===== src/rtl/mem_lsu.sv =====
// mem_lsu: single-outstanding load/store unit between the MEM stage and an
// sram-like data port with split address/data handshakes. Misaligned accesses
// are answered with an error and never reach the bus; cancel kills the access
// and drains any data phase the bus still owes.
module mem_lsu #(
    parameter int ADDR_W = 32
) (
    input  logic              clk,
    input  logic              resetn,
    input  logic              req_valid,
    output logic              req_ready,
    input  logic              req_wr,
    input  logic [2:0]        req_op,
    input  logic [ADDR_W-1:0] req_addr,
    input  logic [31:0]       req_wdata,
    input  logic              cancel,
    output logic              data_req,
    output logic              data_wr,
    output logic [1:0]        data_size,
    output logic [3:0]        data_strb,
    output logic [ADDR_W-1:0] data_addr,
    output logic [31:0]       data_wdata,
    input  logic [31:0]       data_rdata,
    input  logic              data_raddr_ok,
    input  logic              data_waddr_ok,
    input  logic              data_rdata_ok,
    input  logic              data_wdata_ok,
    output logic              resp_valid,
    input  logic              resp_ready,
    output logic [31:0]       resp_rdata,
    output logic              resp_err
);

    typedef enum logic [2:0] {IDLE, REQ, WAIT, RESP, DRAIN} state_t;

    state_t              state_reg, state_next;
    logic                wr_reg;
    logic                uns_reg;
    logic [1:0]          size_reg;
    logic [ADDR_W-1:0]   addr_reg;
    logic [3:0]          strb_reg;
    logic [31:0]         wdata_reg;
    logic [31:0]         rdata_reg;
    logic                err_reg;

    logic                accept;
    logic [1:0]          in_size;
    logic                misaligned;
    logic [3:0]          in_strb;
    logic [31:0]         in_wdata;
    logic                addr_ok;
    logic                data_ok;
    logic [7:0]          byte_v;
    logic [15:0]         half_v;
    logic [31:0]         load_ext;

    // Decode the incoming request: reserved size 3 is folded into word.
    always_comb begin
        in_size    = (req_op[1:0] == 2'd3) ? 2'd2 : req_op[1:0];
        misaligned = ((in_size == 2'd1) && req_addr[0]) ||
                     ((in_size == 2'd2) && (req_addr[1:0] != 2'b00));
        in_strb    = 4'b1111;
        in_wdata   = req_wdata;
        case (in_size)
            2'd0: begin
                in_strb  = 4'b0001 << req_addr[1:0];
                in_wdata = {4{req_wdata[7:0]}};
            end
            2'd1: begin
                in_strb  = req_addr[1] ? 4'b1100 : 4'b0011;
                in_wdata = {2{req_wdata[15:0]}};
            end
            default: begin
                in_strb  = 4'b1111;
                in_wdata = req_wdata;
            end
        endcase
    end

    assign accept  = (state_reg == IDLE) && req_valid && !cancel;
    assign addr_ok = wr_reg ? data_waddr_ok : data_raddr_ok;
    assign data_ok = wr_reg ? data_wdata_ok : data_rdata_ok;

    // Pick the addressed lane of the returned word and extend it.
    always_comb begin
        byte_v = data_rdata[7:0];
        case (addr_reg[1:0])
            2'd0: byte_v = data_rdata[7:0];
            2'd1: byte_v = data_rdata[15:8];
            2'd2: byte_v = data_rdata[23:16];
            default: byte_v = data_rdata[31:24];
        endcase
        half_v = addr_reg[1] ? data_rdata[31:16] : data_rdata[15:0];
        case (size_reg)
            2'd0:    load_ext = {{24{byte_v[7] & ~uns_reg}}, byte_v};
            2'd1:    load_ext = {{16{half_v[15] & ~uns_reg}}, half_v};
            default: load_ext = data_rdata;
        endcase
    end

    // State register.
    always_ff @(posedge clk or negedge resetn) begin
        if (!resetn) state_reg <= IDLE;
        else         state_reg <= state_next;
    end

    // Next-state logic; a data_ok coinciding with cancel in WAIT is consumed
    // directly so DRAIN never waits for a handshake that already happened.
    always_comb begin
        state_next = state_reg;
        case (state_reg)
            IDLE:  if (accept) state_next = misaligned ? RESP : REQ;
            REQ: begin
                if (addr_ok)     state_next = cancel ? DRAIN : WAIT;
                else if (cancel) state_next = IDLE;
            end
            WAIT: begin
                if (data_ok)     state_next = cancel ? IDLE : RESP;
                else if (cancel) state_next = DRAIN;
            end
            DRAIN: if (data_ok) state_next = IDLE;
            RESP:  if (cancel || resp_ready) state_next = IDLE;
            default: state_next = IDLE;
        endcase
    end

    // Latch the access on acceptance and capture the result on completion.
    always_ff @(posedge clk or negedge resetn) begin
        if (!resetn) begin
            wr_reg    <= 1'b0;
            uns_reg   <= 1'b0;
            size_reg  <= 2'd0;
            addr_reg  <= '0;
            strb_reg  <= 4'd0;
            wdata_reg <= 32'd0;
            rdata_reg <= 32'd0;
            err_reg   <= 1'b0;
        end else if (accept) begin
            wr_reg    <= req_wr;
            uns_reg   <= req_op[2];
            size_reg  <= in_size;
            addr_reg  <= req_addr;
            strb_reg  <= req_wr ? in_strb : 4'b1111;
            wdata_reg <= req_wr ? in_wdata : 32'd0;
            rdata_reg <= 32'd0;
            err_reg   <= misaligned;
        end else if ((state_reg == WAIT) && data_ok && !cancel) begin
            rdata_reg <= wr_reg ? 32'd0 : load_ext;
        end
    end

    assign req_ready  = resetn && (state_reg == IDLE);
    assign data_req   = (state_reg == REQ);
    assign data_wr    = wr_reg;
    assign data_size  = size_reg;
    assign data_strb  = strb_reg;
    assign data_addr  = addr_reg;
    assign data_wdata = wdata_reg;
    assign resp_valid = (state_reg == RESP);
    assign resp_rdata = rdata_reg;
    assign resp_err   = err_reg;

endmodule


===== config.mk =====
export PLATFORM = sky130hd
export DESIGN_NAME = mem_lsu
export DESIGN_NICKNAME = d
export VERILOG_FILES = /design/src/rtl/mem_lsu.sv
export SDC_FILE = /design/constraint.sdc
export NUM_CORES = 1
export LEC_CHECK = 0
export ABC_AREA = 0
export CAP_MARGIN = 40
export CORE_MARGIN = 2
export CORE_UTILIZATION = 55
export CTS_CLUSTER_DIAMETER = 60
export DETAILED_ROUTE_END_ITERATION = 16
export DONT_BUFFER_PORTS = 1
export HOLD_SLACK_MARGIN = 0.06
export PLACE_DENSITY = 0.68
export SYNTH_ARGS = -nofsm -noshare
export SYNTH_HDL_FRONTEND = slang
export SYNTH_SLANG_ARGS = --single-unit

===== constraint.sdc =====
create_clock -name clk -period 5 [get_ports clk]
set_input_delay 0.75 -clock clk [delete_from_list [all_inputs] [get_ports clk]]
set_output_delay 0.75 -clock clk [all_outputs]
set_load 0.05 [all_outputs]

Yosys cells after proc, flatten, opt, wreduce, memory -nomap -nowiden
Index checks and enable logic that the tools add are counted.
- register bits: 108
- logic and storage cells: 70
- input bits: 109
- output and inout bits: 107
- equality and inequality tests: 15
- bitwise gates (word level): 3
- shifts and indexed selects: 1
- multiplexer cells: 25
- reduce and logical (&&, ||, !) cells: 17
- operators with widths (operator ; number):
    2-to-1 mux 32 bit ; 4
    case mux 32 bit (2 select lines) ; 2
    2-to-1 mux 3 bit ; 8
    case mux 8 bit (3 select lines) ; 1
    2-to-1 mux 16 bit ; 1
    case mux 3 bit (5 select lines) ; 1
    2-to-1 mux 4 bit ; 2
    case mux 4 bit (2 select lines) ; 1
    logical AND 1 bit ; 7
    equality test 2 x 1 -> 1 bit, second input constant ; 3
    equality test 2 bit, second input constant ; 3
    equality test 3 x 2 -> 1 bit, second input constant ; 2
    zero test 2 bit ; 3
    2-to-1 mux 2 bit ; 3
    AND reduction 5 bit ; 1
    != test 2 bit, second input constant ; 2
    nonzero test 2 bit ; 2
    << shifter 1 x 2 -> 4 bit, first input constant ; 1
    equality test 3 x 1 -> 1 bit, second input constant ; 1
    equality test 3 bit, second input constant ; 1
    zero test 3 bit ; 1
    != test 3 x 2 -> 1 bit, second input constant ; 1
    != test 3 bit, second input constant ; 1
    AND 1 bit ; 2
    other kinds (5) ; 7

Logic depth before layout (Yosys ltp)
Gate-level depths: netlist of run 1.
- depth after elaboration: 8
- gate-level depth with buffers: 7
- mapped depth without buffers: 4

Worst setup path after synthesis of run 1
No wires, ideal clock.
- path type: input to output
- from: input port resetn
- to: output port req_ready
- arrival time: 2339 ps
- stages on the path: 1
- path buffers: 0
- slack: 1911 ps
- path through: nor4b_1
- word-level cells in the longest chain between the ends: 1
- RTL lines (element ; RTL line ; text):
    start: declaration ; 9 ; input logic resetn,
    logical AND 1 bit ; 152 ; assign req_ready = resetn && (state_reg == IDLE);
    end: declaration ; 11 ; output logic req_ready,
Every way passes these cells.

Final worst setup path of run 1
- from: register wr_reg (netlist: data_wr)
- to: register rdata_reg[25] (netlist: resp_rdata[25])
- word-level cells in the longest chain between the ends: 4
- RTL lines (element ; RTL line ; text):
    start: declaration ; 37 ; logic wr_reg;
    start signal: assignment ; 139 ; wr_reg <= req_wr;
    2-to-1 mux 1 bit ; 82 ; assign data_ok = wr_reg ? data_wdata_ok : data_rdata_ok;
    logical AND 1 bit (2 in a row) ; 147 ; end else if ((state_reg == WAIT) && data_ok && !cancel) begin
    nonzero test 2 bit (no source line) ; -- ;
    end signal: assignment ; 148 ; rdata_reg <= wr_reg ? 32'd0 : load_ext;
    end: declaration ; 43 ; logic [31:0] rdata_reg;
Several ways; a longest one is shown, not always the timed one. The select of a mux whose other input is x is not followed.
A chain may end at the register's enable or synchronous reset.

==> results of run 1 <==
[layout make-up]
class	count	area share
tap	111	0.02578
sequential	108	0.5016
clock buffer	10	0.02555
clock inverter	6	0.008825
timing repair buffer	9	0.02694
multi-input combinational	390	0.4085
inverter	4	0.002787
[through the flow]
stage                       util  setup slack (ns)
after floorplan                -             1.911
after global placement    0.5577             2.360
after detailed placement  0.5654             2.336
after CTS                 0.5898             2.374
after global routing      0.5915             2.296
final                     0.5915             2.372
[cells in the mapped netlist (2+ instances only)]
library cell  number  area share
a21oi_1           26       0.026
a221o_1            6       0.012
a221o_2           10       0.022
a221oi_1           7       0.012
a22o_1             9       0.015
and3b_1            2      0.0034
buf_1              3      0.0022
buf_2              7      0.0069
buf_6              3      0.0066
clkbuf_1          26       0.019
dfrtp_1          108        0.53
inv_1              4      0.0030
mux2_2            11       0.024
mux2i_1           16       0.031
nand2_1          174        0.13
nand2b_1           4      0.0049
nand3_1           18       0.018
nor2_1            19       0.014
nor2b_1            2      0.0025
nor3_1             3      0.0030
nor3b_1            3      0.0044
nor4b_1            8       0.014
o21a_1             2      0.0030
o21ai_0           41       0.040
o21bai_1           2      0.0030
o22ai_1            2      0.0025
or3_1              6      0.0074
[routing by layer]
layer,GRT usage,up-vias,part of all wire,wire [um]
met4,0.09905,0,0.022,282
li1,-,1842,-,-
met3,0.09680,21,0.11,1361
met2,0.3929,169,0.47,6004
met1,0.3111,1884,0.40,5110
met5,0,-,0,0
[cells by family after synthesis]
| logic type | Yosys count | synth area share |
|---|---|---|
| AOI/OAI and AO/OA | 115 | 0.1565 |
| buffers and inverters | 44 | 0.03936 |
| and+or+nand+nor | 247 | 0.2126 |
| DFF | 108 | 0.5314 |
| muxes | 28 | 0.06027 |
[path summary, 6_finish.rpt]
path,endpoint,from,slack (ns),cells past startpoint
hold reg to reg,uns_reg,uns_reg,0.59,2
min in group clk,data_addr[17],req_addr[17],0.48,2
setup reg to reg,resp_rdata[25],data_wr,2.37,3
max in group asynchronous,data_addr[11],resetn,3.89,2
setup / recovery,resp_rdata[25],data_wr,2.37,3
hold / removal,resp_rdata[23],resetn,0.27,1
[worst reg2reg max path, cell delays in order, from the launching register on]
cell	delay (ns)
dfrtp_1	0.66
or4b_1	0.81
a2111oi_4	0.87
a221o_2	0.23
[power by group]
part | leakage (nW) | internal, mW | switching [mW]
clock | 0.0933 | 0.200 | 0.306
combinational | 1.06 | 0.367 | 0.482
sequential | 1.40 | 1.21 | 1.62
total | 2.55 | 1.78 | 2.41
[repair_timing]
action	CTS	global route
endpoints found under the setup margin	0	0
hold buffers	2	0
resized for setup	0	0
hold endpoints to repair	87	0
==> summary.md, run 1 <==
| Metric | Value |
|---|---|
| Initial Util | `0.5584` |
| Worst VDD drop | `0.3899 mV` |
| CP Buf/Inv Count | `0` |
| Max stage delay on crit path | `0.87 ns` |
| CP startpoint kind | `register` |
| Num Clock Sinks | `108` |
| Clock Path Buffers | `2` |
| Avg WL per Cell | `20.00 um` |
| DIE AREA | `0.01003 mm^2` |
| Pre-antenna DRT Iters | `4` |
| Pin count of the biggest net entering global routing | `88` |
| Number of max-cap violations | `0` |
| Register area | `0.002703 mm^2` |
| Vias | `3916` |
| Share of layout cells above drive strength 1 | `0.1006` |
| Final Max Slew Viols | `0` |
| H-Tree Depth | `3` |
| #FFs+latches synth | `108` |
| Cell family with most CP delay | `compound AO/OA/AOI/OAI gates` |
| Core area | `0.009109 mm^2` |
| Fin. Hold Viols | `0` |
| CP max FO | `16` |
| Critical path endpoint category | `register` |
| Fin cells | `638` |
| Setup bufs post-CTS | `0` |
| P per Cell Area | `777.9 mW/mm^2` |
| Port buffer count | `0` |
| Grt total ovfl | `0` |
| Hold WC Path Type | `in -> async` |
| CP Class | `reg -> reg` |
| Worst Path Arrival | `2.94 ns` |
| All-layer global routing usage | `0.2496` |
| RSZ-0062 raised after global routing | `no` |
| Worst-Skew Late Latency | `0.36 ns` |
| Post-synth EDFFs | `0` |
| Total power of the final layout | `4.191 mW` |
| DRC | `0` |
| Clock root buffer | `clkbuf_8` |
| Clock slew at reported path FFs | `0.11 ns` |
| Die width | `100.2 um` |
| Cell Rows | `35` |
| Synth Warn # | `0` |
| GPL Wtd Cong | `0.8535` |
| Post-Syn Area | `0.005086 mm^2` |
| Routed wire length | `12760 um` |
| TNS Setup | `0 ns` |
| Vias in the first global route | `3842` |
| Synth Flop Type | `dfrtp_1` |
| Detailed Place HPWL | `8924 um` |
| Synth Net Count | `651` |
| First-pass GRT wire length | `19660 um` |
| Nets@finish | `631` |
| Tmin final | `2.628 ns` |
| DP Cell Count | `619` |
| Worst Tran Pin Value | `0.9158 ns` |
| Final critical-path share of the clock period | `0.5255` |
| Post-synthesis sequential area ratio | `0.5314` |
| Fin area | `0.005388 mm^2` |
| Most frequent cells in the layout | `nand2_1 (174), dfrtp_1 (108), o21ai_0 (41)` |
| Setup violators final | `0` |
| Cell variety after synth | `47` |
| Area growth from synthesis to layout | `5.929%` |
| Vias per cell | `6.138` |
| Fmax | `380.6 MHz` |
| Area of placed instances | `0.005150 mm^2` |
| Async set or reset register ratio after synthesis | `1.000` |
| Multi-input logic area | `0.002201 mm^2` |
| Initial antenna violation count | `0` |
| CTS tree | `yes` |
| Status | `finished clean` |
| I/O pin total | `216` |
| FILL cells | `785` |
| Slowest-stage cell, CP | `a2111oi_4` |
| Relative slew slack | `0.3895` |
| Cell Chain, Critical Path | `or4b_1, a2111oi_4, a221o_2` |
| Die H | `100.2 um` |
| Leak pwr | `2.550 nW` |
| Average size of a mapped cell | `9.384 um^2` |
| Gate Count Post-Synth | `542` |
| DR iter-0 viols | `225` |
| CTS Buf Count | `9` |
| Required @ worst endpoint | `5.31 ns` |
| Diode count | `0` |
| Worst hold slack | `0.2720 ns` |
| Commonest non-fill, non-tap cell in the layout | `nand2_1` |
| Routed Antenna Nets | `0` |
| Worst clock skew | `0.01010 ns` |
(Power assumes the default switching activity.)
==> inputs of run 2 (changes only) <==
- PLACE_DENSITY: 0.68 -> 0.71
- clock period: 5 -> 2.15 ns (I/O delays scaled with it)
==> summary.md, run 2 (same netlist as run 1, synthesis figures left out) <==
| Metric | Value |
|---|---|
| Status | `finished with violations` |
| Failing checks | `negative hold slack` |
| CTS Buf Count | `9` |
| Share of layout cells above drive strength 1 | `0.1109` |
| Die H | `100.2 um` |
| Worst Path Arrival | `2.31 ns` |
| Post-cts sizing count | `0` |
| TNS Setup | `0 ns` |
| Core area | `0.009109 mm^2` |
| Worst VDD drop | `1.071 mV` |
| Most frequent cells in the layout | `nand2_1 (174), dfrtp_1 (108), o21ai_0 (41)` |
| Tmin final | `1.999 ns` |
| Worst-Skew Late Latency | `0.37 ns` |
| Num Clock Sinks | `108` |
| Total power of the final layout | `9.886 mW` |
| Initial antenna violation count | `0` |
| Hold WC Path Type | `in -> async` |
| Setup bufs post-CTS | `0` |
| Vias | `4169` |
| Cts hold-fix bufs | `31` |
| Die width | `100.2 um` |
| First-pass GRT wire length | `20990 um` |
| CP max FO | `10` |
| Register area | `0.002703 mm^2` |
| Clock slew at reported path FFs | `0.10 ns` |
| DIE AREA | `0.01003 mm^2` |
| DRC | `0` |
| Max stage delay on crit path | `0.73 ns` |
| Area growth from synthesis to layout | `12.03%` |
| Routed wire length | `13530 um` |
| Worst hold slack | `-0.3631 ns` |
| H-Tree Depth | `3` |
| P per Cell Area | `1735 mW/mm^2` |
| Fmax | `500.3 MHz` |
| Routed Antenna Nets | `0` |
| Cell Rows | `35` |
| FILL cells | `776` |
| Multi-input logic area | `0.002201 mm^2` |
| Port buffer count | `0` |
| Nets@finish | `672` |
| RSZ-0062 raised after global routing | `no` |
| Clock Path Buffers | `2` |
| Vias per cell | `6.140` |
| Setup violators final | `0` |
| I/O pin total | `216` |
| Pre-antenna DRT Iters | `5` |
| Commonest non-fill, non-tap cell in the layout | `nand2_1` |
| Fin util | `0.6255` |
| Grt total ovfl | `0` |
| Diode count | `0` |
| Cell family with most CP delay | `simple AND/OR/NAND/NOR gates` |
| Cell Chain, Critical Path | `or4b_1, or4_1, nand2_1` |
| Worst clock skew | `0.009392 ns` |
| Clock root buffer | `clkbuf_8` |
| DR iter-0 viols | `208` |
| Required @ worst endpoint | `2.46 ns` |
| Fin. Hold Viols | `108` |
| CP Class | `reg -> reg` |
| Detailed Place HPWL | `9229 um` |
| GPL Wtd Cong | `0.9183` |
| All-layer global routing usage | `0.2680` |
| Final Max Slew Viols | `0` |
| Avg WL per Cell | `19.93 um` |
| Final critical-path share of the clock period | `0.9298` |
| Pin count of the biggest net entering global routing | `110` |
| Vias in the first global route | `4064` |
| Worst Tran Pin Value | `0.5983 ns` |
| Relative slew slack | `0.6003` |
| Leak pwr | `2.700 nW` |
| Initial Util | `0.5584` |
| Number of max-cap violations | `0` |
| Slowest-stage cell, CP | `or4b_1` |
| CTS tree | `yes` |
| Critical path endpoint category | `register` |
| CP startpoint kind | `register` |
| CP Buf/Inv Count | `0` |
run 2: changes by cell type in the layout (fill, tap and decap cells not counted), moves of 2 or more:
cell           before  now
dlygate4sd3_1       1   31
buf_4               3   19
buf_16              3    0
buf_8               2    0
run 2: path summary, 6_finish.rpt:
path	cells after the start	end	start	slack, ns
worst min register to register	2	data_addr[0]	data_addr[0]	0.57
min in group clk	2	data_addr[7]	req_addr[7]	0.07
worst max-delay path	3	resp_rdata[13]	state_reg[2]	0.15
worst min-delay path	0	resp_rdata[2]	resetn	-0.36
worst max register to register	3	resp_rdata[13]	state_reg[2]	0.15
max in group asynchronous	0	data_wdata[24]	resetn	2.32
run 2: cell type report:
type | count | area share
clock inverter | 4 | 0.005709
inverter | 4 | 0.002635
multi-input combinational | 390 | 0.3863
sequential | 108 | 0.4743
tap | 111 | 0.02437
timing repair buffer | 50 | 0.07949
clock buffer | 12 | 0.02723
run 2: stage by stage:
stage	hold WS [ns]	setup WS, ns	area (um^2)	instances
after global routing	-0.3882	0.01889	5698	679
after global placement	0.03058	0.2018	5200	632
final	-0.3631	0.1510	5698	679
after floorplan	0.02691	0.05671	5092	542
after CTS	-0.3874	0.1508	5698	679
after detailed placement	0.03045	0.1703	5200	632
run 2: power breakdown:
part / switching (mW) / internal (mW)
logic: 1.42 / 0.933
registers: 3.50 / 2.83
clock network: 0.705 / 0.493
total: 5.63 / 4.25
run 2: per-layer routing:
| layer | vias up | routed length [um] | GRT usage |
|---|---|---|---|
| met3 | 31 | 1230 | 0.08148 |
| met2 | 197 | 6676 | 0.4430 |
| met5 | - | 0 | 0 |
| li1 | 1926 | - | - |
| met4 | 0 | 376 | 0.1191 |
| met1 | 2015 | 5250 | 0.3245 |
run 2: worst register-to-register path: stages, from the launching register on:
cell and delay (ns):
dfrtp_1 0.40, or4b_1 0.73, or4_1 0.70, nand2_1 0.11
